**src/rtl/serial_arith_pkg.sv**
```systemverilog
// Shared types and limits for the bit-serial arithmetic blocks.
package serial_arith_pkg;

    typedef enum logic [1:0] {S_IDLE, S_RUN, S_DONE} ser_state_t;

    localparam int MAX_SER_WIDTH = 32;

endpackage

```
**src/rtl/full_subtractor.sv**
```systemverilog
// One-bit full-subtractor cell: d = x - y - bin, with the borrow out of the bit.
module full_subtractor (
    input  logic x,
    input  logic y,
    input  logic bin,
    output logic d,
    output logic bout
);

    assign d    = x ^ y ^ bin;
    assign bout = (~x & y) | (~(x ^ y) & bin);

endmodule

```
**src/rtl/serial_subtractor.sv**
```systemverilog
// Bit-serial unsigned subtractor: diff = a - b, one bit per clock, LSB first,
// through a single full-subtractor cell and a registered borrow.
module serial_subtractor
    import serial_arith_pkg::*;
#(
    parameter int WIDTH = 8
) (
    input  logic             clk,
    input  logic             rst_n,
    input  logic             start,
    input  logic [WIDTH-1:0] a,
    input  logic [WIDTH-1:0] b,
    output logic             busy,
    output logic             done,
    output logic [WIDTH-1:0] diff,
    output logic             borrow
);

    localparam int                CNT_W = $clog2(WIDTH);
    localparam logic [CNT_W-1:0] LAST  = CNT_W'(WIDTH - 1);

    if (WIDTH < 2 || WIDTH > MAX_SER_WIDTH) begin : g_bad_width
        $error("serial_subtractor: WIDTH must be in 2..%0d", MAX_SER_WIDTH);
    end

    ser_state_t       state_q;
    ser_state_t       state_d;
    logic [WIDTH-1:0] a_sh;
    logic [WIDTH-1:0] b_sh;
    logic [WIDTH-2:0] r_sh;
    logic [WIDTH-1:0] res_next;
    logic [WIDTH-1:0] diff_q;
    logic             borrow_q;
    logic             bq;
    logic [CNT_W-1:0] cnt;
    logic             d;
    logic             bout;
    logic             accept;
    logic             last;

    full_subtractor u_cell (
        .x   (a_sh[0]),
        .y   (b_sh[0]),
        .bin (bq),
        .d   (d),
        .bout(bout)
    );

    // Handshake: start is a request sampled only in IDLE or DONE; the edge that
    // sees it there captures a/b. done is a one-cycle pulse marking diff/borrow
    // updated. start while busy is dropped, never queued.
    assign accept   = start && (state_q == S_IDLE || state_q == S_DONE);
    assign last     = (cnt == LAST);
    assign res_next = {d, r_sh};

    always_comb begin
        state_d = state_q;
        case (state_q)
            S_IDLE:  if (start) state_d = S_RUN;
            S_RUN:   if (last)  state_d = S_DONE;
            S_DONE:  state_d = start ? S_RUN : S_IDLE;
            default: state_d = S_IDLE;
        endcase
    end

    always_ff @(posedge clk or negedge rst_n) begin
        if (!rst_n) begin
            state_q <= S_IDLE;
        end else begin
            state_q <= state_d;
        end
    end

    always_ff @(posedge clk or negedge rst_n) begin
        if (!rst_n) begin
            a_sh     <= '0;
            b_sh     <= '0;
            r_sh     <= '0;
            bq       <= 1'b0;
            cnt      <= '0;
            diff_q   <= '0;
            borrow_q <= 1'b0;
        end else if (accept) begin
            a_sh <= a;
            b_sh <= b;
            bq   <= 1'b0;
            cnt  <= '0;
        end else if (state_q == S_RUN) begin
            a_sh <= a_sh >> 1;
            b_sh <= b_sh >> 1;
            r_sh <= res_next[WIDTH-1:1];
            bq   <= bout;
            // Counter parks on the last bit so it never exceeds WIDTH-1.
            if (last) begin
                diff_q   <= res_next;
                borrow_q <= bout;
            end else begin
                cnt <= cnt + CNT_W'(1);
            end
        end
    end

    assign busy   = (state_q == S_RUN);
    assign done   = (state_q == S_DONE);
    assign diff   = diff_q;
    assign borrow = borrow_q;

endmodule

```
**config.mk**
```make
export PLATFORM = sky130hd
export DESIGN_NAME = serial_subtractor
export DESIGN_NICKNAME = d
export VERILOG_FILES = /design/src/rtl/serial_arith_pkg.sv /design/src/rtl/full_subtractor.sv /design/src/rtl/serial_subtractor.sv
export SDC_FILE = /design/constraint.sdc
export NUM_CORES = 1
export LEC_CHECK = 0
export CAP_MARGIN = 10
export CORE_ASPECT_RATIO = 0.8
export CORE_MARGIN = 2
export CORE_UTILIZATION = 50
export DETAILED_ROUTE_END_ITERATION = 8
export PLACE_DENSITY = 0.75
export SLEW_MARGIN = 10
export SYNTH_ARGS = -nofsm -noshare
export SYNTH_HDL_FRONTEND = slang
export SYNTH_HIERARCHICAL = 1
export SYNTH_SLANG_ARGS = --single-unit
```
**constraint.sdc**
```tcl
create_clock -name clk -period 3.7 [get_ports clk]
set_clock_uncertainty 0.05 [all_clocks]
set_input_delay 0.925 -clock clk [delete_from_list [all_inputs] [get_ports clk]]
set_output_delay 0.925 -clock clk [all_outputs]
set_load 0.02 [all_outputs]
```
==> results by group <==
Power and ir drop
  • Switch Pwr: 0.561 mW
  • Internal: 1.13 mW
  • Pleak: 1.07 nW
  • Clock power share: 17.0%
  • Sw Ratio: 33.2%
  • Peak VDD IR: 0.485 mV
  • Total power: 1.69 mW
  • Comb pwr share: 41.0%
  • Pwr Density: 751 nW/um^2
  • Sequential Power Share: 42.0%

Finish
  • Area Overhead vs Synth: 19.4%
  • Multi-input logic area: 828 sq um
  • Register area: 951 sq um
  • Final net count: 189
  • Fraction of layout cells with a size suffix above 1: 17.3%
  • Filler cells: 262
  • Commonest non-fill, non-tap cells in the layout: 44 x mux2i_1, 38 x dfrtp_1, 28 x clkdlybuf4s50_1
  • Final Core Density: 63.9%
  • Antenna diodes: 0
  • Most common cell after layout, fill and taps aside: mux2i_1

GRT
  • Largest net degree at the start of global routing: 39
  • Grt ovf: 0
  • Vias in the first global route: 1,168
  • Initial antenna violation count: 0
  • Global-route wire length before repair: 5.29 mm
  • GRT Total Usage: 16.5%

Clock network
  • Clock latency at the later pin of the worst-skew pair: 0.29 ns
  • Clock transition at the registers of the reported paths: 0.07 ns
  • H-tree depth: 2
  • CTS tree: built
  • CTS Hold Bufs: 0
  • Cts repair resizes: 0
  • Clock tree buffer depth: 2
  • Root buf cell: clkbuf_8
  • CTS buffer count: 5
  • Num Clock Sinks: 38
  • Postcts setup bufs: 0

Floorplan
  • Die H: 58.9 um
  • Initial core utilization: 53.6%
  • Die W: 72.6 um
  • Die area: 4280 sq um
  • Core ar.: 3520 sq um
  • # rows: 19
  • Io pins: 30

Synthesis
  • Post-synth top area share: 50.5%
  • Largest cells by area after synthesis: dfrtp_1 50%, mux2i_1 23%, mux2_2 11%
  • Avg Inst Size Synth: 13.8 sq um
  • Yosys warnings: 6
  • Post-synth net total: 159
  • Syn Inst Count: 137
  • Unique cell type count in the Yosys netlist: 23
  • Register area share after synthesis: 50.5%
  • Post-synthesis cell area: 1880 sq um
  • Post-synth top area cell: dfrtp_1
  • Synthesis-stage register bit count: 38

Setup path
  • Slowest-stage cell, CP: clkdlybuf4s50_1
  • Startpoint Class: flop
  • Worst Path Required: 2.72 ns
  • Family with the most delay on the worst path: buffers and inverters
  • Critical Path End Type: output port
  • Crit-path max FO: 23
  • Critical Path AT: 1.73 ns
  • Worst setup path class: reg -> out
  • Slowest stage delay, CP: 0.61 ns
  • CP Buf/Inv Count: 2
  • Critical path cell sequence: buf_4 > nor2b_1 > clkdlybuf4s50_1

Placed design
  • DP Worst Slack: 1.04 ns
  • Post-DP HPWL: 2.17 mm
  • Input/output buffers: 29
  • RePlAce Congestion: 0.735

Drt
  • DRC errors left: 0
  • Initial drt markers: 84
  • Post-route antenna net violation count: 0
  • DRT Wirelength: 3.15 mm
  • Vias per cell: 5.51
  • Pre-antenna DRT Iters: 4
  • Wire length per cell: 15.0 um
  • Vias post-DR: 1,157

STA
  • Final setup fails: 0
  • Final period util: 73.0%
  • Worst-Margin Slew: 0.821 ns
  • Setup ws final: 1.00 ns
  • Worst hold-check slack: 0.456 ns
  • RSZ-0062 raised after global routing: no
  • Max-slew violation count: 0
  • Setup TNS: 0 ns
  • Fin. Hold Viols: 0
  • Fmax achieved: 0.370 GHz
  • Final min period: 2.70 ns
  • Max_slew headroom: 45.2%

Status
  • Run status: complete, no violations

Min path
  • HP Class: reg -> reg

Run
  • Max-Cap Viols: 0
[cells by family after synthesis]
| kind of cell | synth area share [%] |
|---|---|
| AND/OR/NAND/NOR | 3.85 |
| AO/OA/AOI/OAI | 3.59 |
| adder cells (fa/ha/maj) | 2.39 |
| buffers and inverters | 5.58 |
| flip-flops | 50.5 |
| multiplexers | 34.1 |
[area by class of cell]
type                       count  area share (%)
timing repair buffer          32            13.7
clock inverter                 1           0.222
tap                           42            2.34
inverter                       5           0.834
clock buffer                   7            3.84
multi-input combinational     85            36.8
sequential                    38            42.3
[final timing paths]
kind | start | to | slack [ns] | depth (start not counted)
max | state_q[1] | done | 1.0 | 3
max reg2reg | cnt[0] | diff[2] | 1.88 | 4
max in group asynchronous | rst_n | a_sh[0] | 2.41 | 1
min reg2reg | diff[3] | diff[3] | 0.46 | 1
min | diff[3] | diff[3] | 0.46 | 1
min in group asynchronous | rst_n | b_sh[0] | 0.68 | 1
[synth_stat cells, drive strengths merged]
cell,number
a22o,1
a311o,2
buf,9
dfrtp,38
fa,1
ha,2
inv,5
mux2,18
mux2i,44
nand2,1
nand2b,2
nand3,2
nand3b,1
nor2,2
nor2b,1
nor3b,2
o211a,2
o21ai,2
o221ai,1
or4b,1
[metal layers]
layer	GRT usage (%)	routed length, um	vias up
li1	-	-	551
met1	21.8	1500	583
met2	25.5	1490	16
met3	4.11	96	7
met4	8.73	67	0
met5	0	0	-
[stage by stage]
step	cell area, sq um	std cells
2_1_floorplan	1880	137
3_3_place_gp	2160	202
3_5_place_dp	2160	202
4_1_cts	2250	210
5_1_grt	2250	210
6_report	2250	210
[state kept, by name, indices dropped and copies added, names as in the netlist]
name	cells
a_sh	8
b_sh	8
diff	8
r_sh	7
cnt	3
state_q	2
borrow	1
bq	1
[power by group through the flow]
| stage | logic, mW | clock network, mW | registers, mW |
|---|---|---|---|
| 2_1_floorplan | 0.462 | 0 | 0.751 |
| 3_3_place_gp | 0.677 | 0 | 0.705 |
| 3_5_place_dp | 0.699 | 0 | 0.717 |
| 4_1_cts | 0.706 | 0.297 | 0.712 |
| 5_1_grt | 0.759 | 0.316 | 0.734 |
| 6_report | 0.693 | 0.287 | 0.710 |
[worst reg2reg max path, delay by kind of cell, from the launching register on]
family | cells | cell delay, ns
adder cells (fa/ha/maj) | 2 | 0.45
flip-flops | 1 | 0.41
multiplexers | 1 | 0.40
AND/OR/NAND/NOR | 1 | 0.39
No activity file was read; power rests on OpenSTA's default activity.
